==> config.mk <==
export PLATFORM = sky130hd
export DESIGN_NAME = uart_tx_ctrl
export DESIGN_NICKNAME = d
export VERILOG_FILES = /design/src/rtl/uart_tx_ctrl.sv
export SDC_FILE = /design/constraint.sdc
export NUM_CORES = 1
export LEC_CHECK = 0
export BUFFER_PORTS_ARGS = -buffer_cell sky130_fd_sc_hd__buf_2
export CAP_MARGIN = 5
export CORE_MARGIN = 2
export CORE_UTILIZATION = 40
export CTS_CLUSTER_DIAMETER = 200
export DETAILED_ROUTE_END_ITERATION = 7
export HOLD_SLACK_MARGIN = 0.08
export PLACE_DENSITY = 0.75
export SLEW_MARGIN = 10
export SYNTH_ARGS = -nofsm -noshare
export SYNTH_HDL_FRONTEND = slang
export SYNTH_SLANG_ARGS = --single-unit
==> constraint.sdc <==
create_clock -name baud_clk -period 1.3 [get_ports baud_clk]
set_input_delay 0.26 -clock baud_clk [delete_from_list [all_inputs] [get_ports baud_clk]]
set_output_delay 0.26 -clock baud_clk [all_outputs]
set_load 0.02 [all_outputs]
==> src/rtl/uart_tx_ctrl.sv <==
// UART transmit sequencer: accepts a byte, drives the PISO frame generator's load/shift
// controls and serialises the held frame onto tx, start bit first.
module uart_tx_ctrl #(
  parameter bit          PARITY_ODD = 1'b0,
  parameter int unsigned STOP_BITS  = 1
) (
  input  logic        baud_clk,
  input  logic        rst_n,
  input  logic        tx_start,
  input  logic [7:0]  tx_data,
  input  logic [10:0] frame_in,
  output logic [7:0]  frame_data,
  output logic        frame_parity,
  output logic        shift,
  output logic        load,
  output logic        tx,
  output logic        tx_busy,
  output logic        tx_done,
  output logic [3:0]  bit_idx
);

  typedef enum logic [1:0] {StIdle, StLoad, StSend, StStop2} state_e;

  localparam logic [3:0] LastBit = 4'd10;

  state_e      state_q;
  logic [7:0]  frame_data_q;
  logic [3:0]  bit_idx_q;
  logic        tx_done_q;

  always_ff @(posedge baud_clk or negedge rst_n) begin
    if (!rst_n) begin
      state_q      <= StIdle;
      frame_data_q <= '0;
      bit_idx_q    <= '0;
      tx_done_q    <= 1'b0;
    end else begin
      tx_done_q <= 1'b0;
      unique case (state_q)
        StIdle: begin
          if (tx_start) begin
            frame_data_q <= tx_data;
            state_q      <= StLoad;
          end
        end
        StLoad: begin
          bit_idx_q <= '0;
          state_q   <= StSend;
        end
        StSend: begin
          if (bit_idx_q == LastBit) begin
            bit_idx_q <= '0;
            if (STOP_BITS == 2) begin
              state_q <= StStop2;
            end else begin
              state_q   <= StIdle;
              tx_done_q <= 1'b1;
            end
          end else begin
            bit_idx_q <= bit_idx_q + 4'd1;
          end
        end
        StStop2: begin
          state_q   <= StIdle;
          tx_done_q <= 1'b1;
        end
        default: state_q <= StIdle;
      endcase
    end
  end

  // Parity follows the latched byte, so it is already settled when LOAD presents it.
  assign frame_parity = (^frame_data_q) ^ PARITY_ODD;
  assign frame_data   = frame_data_q;
  assign bit_idx      = bit_idx_q;
  assign tx_done      = tx_done_q;

  assign load    = (state_q == StLoad);
  assign shift   = (state_q == StSend) || (state_q == StStop2);
  assign tx_busy = (state_q != StIdle);
  assign tx      = (state_q == StSend) ? frame_in[bit_idx_q] : 1'b1;

endmodule

Yosys cells after proc, flatten, opt, wreduce, memory -nomap -nowiden

Cells that the tools add are included.

Memory bits (writable): 0
Output and inout bits: 18
Logic and storage cells: 29
Input bits: 22
Memories kept: 0
Latch bits: 0
Register bits after elaboration: 15
Bits in read-only memories: 0

Div/mod/pow operators: 0
Equal/unequal tests: 6
Reductions and logical operators: 7
Shift-type cells: 0
Order comparisons: 1
Add/sub/neg operators: 1
Multipliers: 0
Bitwise operators: 0
Mux-type cells: 10

Operators by type and width:

| kind                | count |
|---|---|
| $pmux 2 s4          | 1 |
| $pmux 4 s2          | 1 |
| $reduce_xor 8->1    | 1 |
| $lt 4x5->1 const B  | 1 |
| $add 4x1->4 const B | 1 |
| $bmux 1 s4          | 1 |
| $eq 2x2->1 const B  | 2 |
| $eq 4x4->1 const B  | 1 |
| $mux 2              | 2 |
| $mux 4              | 1 |
| $ne 2x2->1 const B  | 2 |
| $reduce_and 2->1    | 2 |
| $reduce_bool 2->1   | 2 |
| $mux 1              | 3 |
| $eq 2x1->1 const B  | 1 |
| $logic_not 2->1     | 1 |
| $pmux 1 s2          | 1 |
| $logic_or 1x1->1    | 1 |

Logic depth before layout (Yosys ltp)

Gate-level depths: netlist of run 1.

Depth after elaboration: 3
Mapped depth: 6
Mapped depth without buffers: 5

Worst setup path after synthesis of run 1

No wires, ideal clock.

Kind: flip-flop to output port
Start point: register bit_idx_q[1] (netlist: bit_idx[1])
End point: output port tx
Arrival time: 1.363 ns
Required time: 1.040 ns
Path buffers: 1
Stages on the path, launching flop included: 5
Path slack: -0.323 ns
Cells stage by stage: dfrtp_1 -> buf_6 -> mux2i_1 -> o211a_1 -> o311ai_2

Cells in the longest elaborated chain, start to end: 3

RTL lines:

| element                      | RTL line | RTL |
|---|---|---|
| start, declared              | 28       | `logic [3:0] bit_idx_q;` |
| start signal, assigned       | 60       | `bit_idx_q <= bit_idx_q + 4'd1;` |
| $bmux 1 s4                   | 81       | `assign tx = (state_q == StSend) ? frame_in[bit_idx_q] : 1'b1;` |
| $mux 1 (not written as such) | 81       |  |
| $mux 1                       | 81       |  |
| end, declared                | 16       | `output logic tx,` |

No other way between the ends. The select of a mux whose other input is x is not followed.

Worst setup path after layout of run 1

Start point: register bit_idx_q[0] (netlist: bit_idx[0])
End point: output port tx

Same word-level chain as after synthesis.

==> qor.csv, run 1 <==
stage;metric;value;unit
synthesis;syn_nets;104;
synthesis;Cell Area, Synth;927;µm²
clocking;CTS Buf Count;3;
floorplanning;Core Area;2210;µm²
sta;Final WS setup;-570;ps
synthesis;Seq/Total Area, Yosys;0.405;
clocking;later-pin clock latency in the skew report;290;ps
floorplanning;IO Pins;40;
finish;Synth-to-Final Area Change;74.0;%
clocking;CTS tree;yes;
sta;Final Hold Fails;0;
synthesis;Netlist cell types;30;
floorplanning;initial core utilization;0.419;
route;mean routed wirelength per cell;15.8;µm
pwr;Sw Share;0.419;
worst_setup_path;Setup crit end kind;output port;
sta;Worst Clk Skew;1.44;ps
grt;gr ovfl total;0;
clocking;CTS sink count;15;
sta;RSZ-0062 raised after global routing;true;
route;Starting DRT DRC Count;6;
worst_setup_path;Critical Path RT;1040;ps
worst_setup_path;crit path from;bit_idx[0];
worst_setup_path;CP startpoint kind;flop;
grt;vias in the first global route;871;
finish;Antenna diodes;0;
pwr;sequential power share;0.199;
pwr;pwr dens;2810;nW/µm²
pwr;Worst VDD drop;3010;µV
placed_design;Port Buffers;39;
floorplanning;FP Rows;17;
worst_setup_path;Worst EP arrival;1610;ps
worst_setup_path;worst-path maximum fanout;4;
pwr;clock share of power;0.060;
floorplanning;Die ar.;2720;µm²
synthesis;Yosys warning total;0;
route;Residual DRC;0;
floorplanning;die height;52.1;µm
placed_design;routability cong.;0.842;
status;failing checks;setup timing;
synthesis;number of synthesized register bits;15;
clocking;clk slew on worst S/H paths;90;ps
placed_design;DP Wirelength;1.61;mm
grt;GRT Total Usage;0.187;
floorplanning;Horiz. Die Dim;52.1;µm
worst_setup_path;worst setup path class;flop to output port;
route;Pre-antenna DRT Iters;5;
finish;most common cell after layout, fill and taps aside;buf_2;
route;Routed Antenna Nets;0;
route;vias per cell;5.13;
worst_hold_path;min-delay src;tx_data[3];
finish;ratio of cells with drive above 1 in the final layout;0.771;
pwr;total internal power;2.63;mW
pwr;total power;4.52;mW
clocking;H-tree depth;1;
clocking;buffer levels on the longest clock path;2;
sta;slew margin rel.;0.767;
route;final WL;2.66;mm
clocking;clk root buf;clkbuf_4;
job;MaxCap Viol Count;0;
finish;nets@finish;168;
route;Vias;862;
grt;pin count of the biggest net entering global routing;16;
sta;final setup fails;16;
sta;fin crit period;1870;ps
placed_design;pre-CTS setup slack;-317;ps
status;outcome;finished with violations;
finish;most frequent cells in the layout;30 x buf_2, 19 x buf_4, 12 x buf_6, 11 x dfrtp_2, 8 x mux2_4;
worst_hold_path;worst hold path type;input port to flop;
pwr;switching power;1.89;mW
synthesis;Syn Inst Count;77;
grt;initial antenna violation count;0;
synthesis;Avg Inst Size Synth;12.0;µm²
grt;global-route wire length before repair;3.68;mm
pwr;P_leak;0.767;nW
sta;Slew Viols, Final;0;
pwr;Gate power share;0.741;
sta;period utilisation layout;1.44;
worst_setup_path;Reg-to-Reg Start;bit_idx[0];
sta;fmax;0.535;GHz
sta;worst hold slack;201;ps
sta;worst slew pin tran;350;ps
synth_stat cells, drive strengths merged:
cell,n,area (µm²)
a211o,1,8.76
a21boi,1,7.51
a21oi,2,10.0
a22o,1,8.76
a2bb2oi,1,15.0
buf,3,27.5
dfrtp,15,375
ha,5,62.6
inv,5,18.8
mux2,10,113
mux2i,2,20.0
mux4,2,45.0
nand2,3,11.3
nand2b,3,18.8
nand3,1,5.00
nand3b,3,22.5
nand4,1,6.26
nand4b,1,8.76
nand4bb,1,16.3
nor2,1,3.75
nor2b,1,6.26
o211a,1,10.0
o21ai,3,15.0
o21bai,1,7.51
o311ai,1,16.3
or2,1,6.26
xnor2,6,52.6
xor2,1,8.76
state kept, by name, indices dropped and copies added (netlist names):
name,cells
frame_data,8
tx_done,1
state_q,2
bit_idx,4
area by class of cell:
type,instances,area (µm²)
inverters,5,18.8
clock buffers,3,22.5
repair buffers,62,438
flip-flops and latches,15,389
clock inverters,1,5.00
fillers,150,599
well taps,28,35.0
multi-input cells,54,704
kinds of logic (layout without fill, tap and decap cells):
family,Yosys count,after routing,synth area share
AOI/OAI and AO/OA,12,12,0.107
xor gates and xnor gates,7,7,0.0661
adders and majority gates,5,5,0.0675
buffers and inverters,8,71,0.0499
DFF,15,15,0.405
muxes,14,14,0.192
and+or+nand+nor,16,16,0.113
power by group through the flow:
stage | Clock [mW] | Combinational (mW) | Sequential, mW
floorplan | 0 | 1.50 | 1.05
global placement | 0 | 2.40 | 0.836
detailed placement | 0 | 2.46 | 0.853
CTS | 0.283 | 3.15 | 0.888
global route | 0.309 | 3.56 | 0.926
finish | 0.273 | 3.35 | 0.900
metrics by stage:
stage                     instance area [µm²]  TNS, ps   util  cells
final                                    1610    -2230  0.729    168
after global routing                     1610    -2970  0.729    168
after CTS                                1540    -2500  0.696    166
after detailed placement                 1310    -1190  0.593    158
after global placement                   1310    -1040  0.593    158
after floorplan                           981     -427      -     77
repair_timing:
item	CTS	global route
setup buffers	3	3
endpoints found under the hold margin	15	0
resized for setup	38	14
setup endpoints to repair	12	22
pin swaps	6	6
hold buffers	1	0
critical path, stage by stage, from the launching register on:
cell      delay [ps]
dfrtp_2          420
mux4_2           510
nand3b_1         150
o311ai_4         100
buf_6            140
layer usage:
layer  GRT usage  up-vias  wire length, µm  part of all wire
met4      0.0385        0               20            0.0075
met3      0.0718        4              178             0.067
met5           0        -                0                 0
li1            -      397                -                 -
met2       0.335       39             1420              0.54
met1       0.210      422             1030              0.39
final timing paths:
path                                       to  slack, ps  cells past startpoint
worst max-delay path                       tx       -570                      4
worst min-delay path            frame_data[3]        200                      2
worst max register to register     state_q[0]       -210                      4
worst min register to register  frame_data[0]        580                      1
max in group asynchronous       frame_data[6]        620                      2
min in group asynchronous       frame_data[0]        400                      2
Note: power is estimated with default switching activity, not from simulation.
==> run 2, diff against run 1 <==
==> constraint.sdc (replaced) <==
create_clock -name baud_clk -period 1.3 [get_ports baud_clk]
set_input_delay 0.195 -clock baud_clk [delete_from_list [all_inputs] [get_ports baud_clk]]
set_output_delay 0.195 -clock baud_clk [all_outputs]
set_load 0.02 [all_outputs]
==> run 2 against run 1 <==
Compared with the run above:
- the run still ends with setup timing left
- sequential power hardly changed
- combinational power hardly changed
- wire length is 1.5% lower
- flip-flop and latch count stayed put
- clock-buffer cell count stayed put
- global-route usage is 0.24 points higher
- worst hold slack worse by 65 ps
- clock power hardly changed
- cell count stayed put
- total power is 0.49% higher
- highest routed layer unchanged
==> qor.csv, run 2 (synthesis results as in run 1) <==
stage;metric;value;unit
finish;Layout Utilization;0.728;
pwr;Sw Share;0.413;
route;mean routed wirelength per cell;15.6;µm
worst_setup_path;Critical Path RT;1110;ps
grt;GRT Total Usage;0.189;
status;failing checks;setup timing;
worst_setup_path;worst setup path class;flop to output port;
sta;Final Hold Fails;0;
grt;initial antenna violation count;0;
floorplanning;Core Area;2210;µm²
grt;global-route wire length before repair;3.75;mm
placed_design;Port Buffers;39;
worst_setup_path;CP startpoint kind;flop;
floorplanning;die height;52.1;µm
finish;Largest register FFs;8;
worst_setup_path;CP max-delay cell;mux4_2;
floorplanning;IO Pins;40;
grt;pin count of the biggest net entering global routing;16;
pwr;switching power;1.88;mW
clocking;H-tree depth;1;
floorplanning;initial core utilization;0.419;
clocking;CTS Buf Count;3;
pwr;total internal power;2.67;mW
pwr;Worst VDD drop;2800;µV
pwr;pwr dens;2820;nW/µm²
worst_hold_path;hold-critical path depth;2;
route;Starting DRT DRC Count;14;
placed_design;routability cong.;0.739;
worst_setup_path;Worst EP arrival;1610;ps
pwr;clock share of power;0.061;
worst_setup_path;Setup crit end kind;output port;
sta;worst slew pin tran;342;ps
sta;fin crit period;1800;ps
worst_setup_path;Reg-to-Reg Start;bit_idx[0];
finish;Synth-to-Final Area Change;73.7;%
sta;period utilisation layout;1.39;
floorplanning;Die ar.;2720;µm²
grt;vias in the first global route;822;
grt;gr ovfl total;0;
job;MaxCap Viol Count;0;
sta;final setup fails;18;
sta;fmax;0.554;GHz
sta;Slew Viols, Final;0;
clocking;later-pin clock latency in the skew report;290;ps
sta;Worst Clk Skew;6.51;ps
route;Routed Antenna Nets;0;
finish;nets@finish;168;
pwr;P_leak;0.783;nW
sta;slew margin rel.;0.772;
placed_design;DP Wirelength;1.85;mm
worst_setup_path;reg2reg end;state_q[1];
clocking;CTS sink count;15;
route;Pre-antenna DRT Iters;4;
sta;RSZ-0062 raised after global routing;true;
worst_setup_path;CP cell instances;mux4_2 -> nor2_4 -> o311ai_4 -> buf_6;
route;vias per cell;4.95;
clocking;CTS tree;yes;
floorplanning;Horiz. Die Dim;52.1;µm
worst_setup_path;worst-path maximum fanout;4;
floorplanning;FP Rows;17;
finish;most frequent cells in the layout;34 x buf_2, 14 x buf_4, 12 x buf_6, 10 x mux2_4, 10 x dfrtp_1;
clocking;buffer levels on the longest clock path;2;
finish;most common cell after layout, fill and taps aside;buf_2;
finish;filler cell count;148;
route;final WL;2.62;mm
worst_setup_path;Crit path largest cell delay;540;ps
worst_hold_path;destination of the worst hold path;frame_data[5];
route;Residual DRC;0;
worst_setup_path;worst reg-to-reg setup slack;-250;ps
placed_design;pre-CTS setup slack;-263;ps
pwr;sequential power share;0.198;
finish;ratio of cells with drive above 1 in the final layout;0.729;
clocking;clk root buf;clkbuf_4;
clocking;clk slew on worst S/H paths;100;ps
finish;Antenna diodes;0;
sta;worst hold slack;135;ps
worst_setup_path;Reg2Reg Depth;5;
worst_hold_path;min-delay src;tx_data[5];
worst_hold_path;worst hold path type;input port to flop;
pwr;Gate power share;0.742;
sta;Final WS setup;-503;ps
status;outcome;finished with violations;
route;Vias;831;
==> run 2: cell counts in the layout (fill, tap and decap cells not counted) <==
Identical to the previous run, type by type.
==> run 2: worst max-delay path by stage <==
stage               startpoint  end  slack, ps  depth (start not counted)
floorplan           bit_idx[1]   tx       -190                          4
global placement    bit_idx[0]   tx       -230                          4
detailed placement  bit_idx[0]   tx       -260                          4
CTS                 bit_idx[0]   tx       -510                          4
global route        bit_idx[0]   tx       -560                          4
finish              bit_idx[0]   tx       -500                          4
==> run 2: area by class of cell <==
| class | count | area (µm²) | area share |
|---|---|---|---|
| Multi-Input combinational cell | 54 | 702 | 0.436 |
| Timing Repair Buffer | 62 | 440 | 0.274 |
| Sequential cell | 15 | 382 | 0.237 |
| Tap cell | 28 | 35.0 | 0.0218 |
| Inverter | 5 | 23.8 | 0.0148 |
| Clock buffer | 3 | 22.5 | 0.0140 |
| Clock inverter | 1 | 5.00 | 0.00311 |
==> run 2: power by group through the flow <==
| stage | Sequential [mW] | Combinational, mW | Clock [mW] |
|---|---|---|---|
| 6_report | 0.898 | 3.37 | 0.276 |
| 5_1_grt | 0.924 | 3.57 | 0.305 |
| 4_1_cts | 0.867 | 3.04 | 0.280 |
| 3_5_place_dp | 0.829 | 2.41 | 0 |
| 3_3_place_gp | 0.804 | 2.32 | 0 |
| 2_1_floorplan | 1.02 | 1.45 | 0 |
==> run 2: critical path: cells and delay by family, from the launching register on <==
family | cells | cell delay (ps)
mux | 1 | 540
buf+inv | 1 | 150
simple gates | 1 | 120
flops | 1 | 420
compound gates | 1 | 100
==> run 2: repair_timing <==
action,in CTS,in global routing
buffers inserted,6,4
resized for setup,38,16
setup endpoints to repair,20,22
hold buffers,1,0
pin swaps,10,8
endpoints found under the hold margin,15,0
==> run 2: stage by stage <==
step | setup TNS, ps | std cells | instance area (µm²) | power [mW]
finish | -2750 | 168 | 1610 | 4.55
global route | -3700 | 168 | 1610 | 4.80
CTS | -2120 | 164 | 1490 | 4.19
detailed placement | -1560 | 154 | 1270 | 3.24
global placement | -961 | 154 | 1270 | 3.13
floorplan | -355 | 77 | 960 | 2.47
==> run 2: metal layers <==
| metal | routed length (µm) | GRT usage |
|---|---|---|
| met5 | 0 | 0 |
| met4 | 13 | 0.0513 |
| met3 | 82 | 0.0259 |
| met2 | 1460 | 0.367 |
| met1 | 1060 | 0.213 |
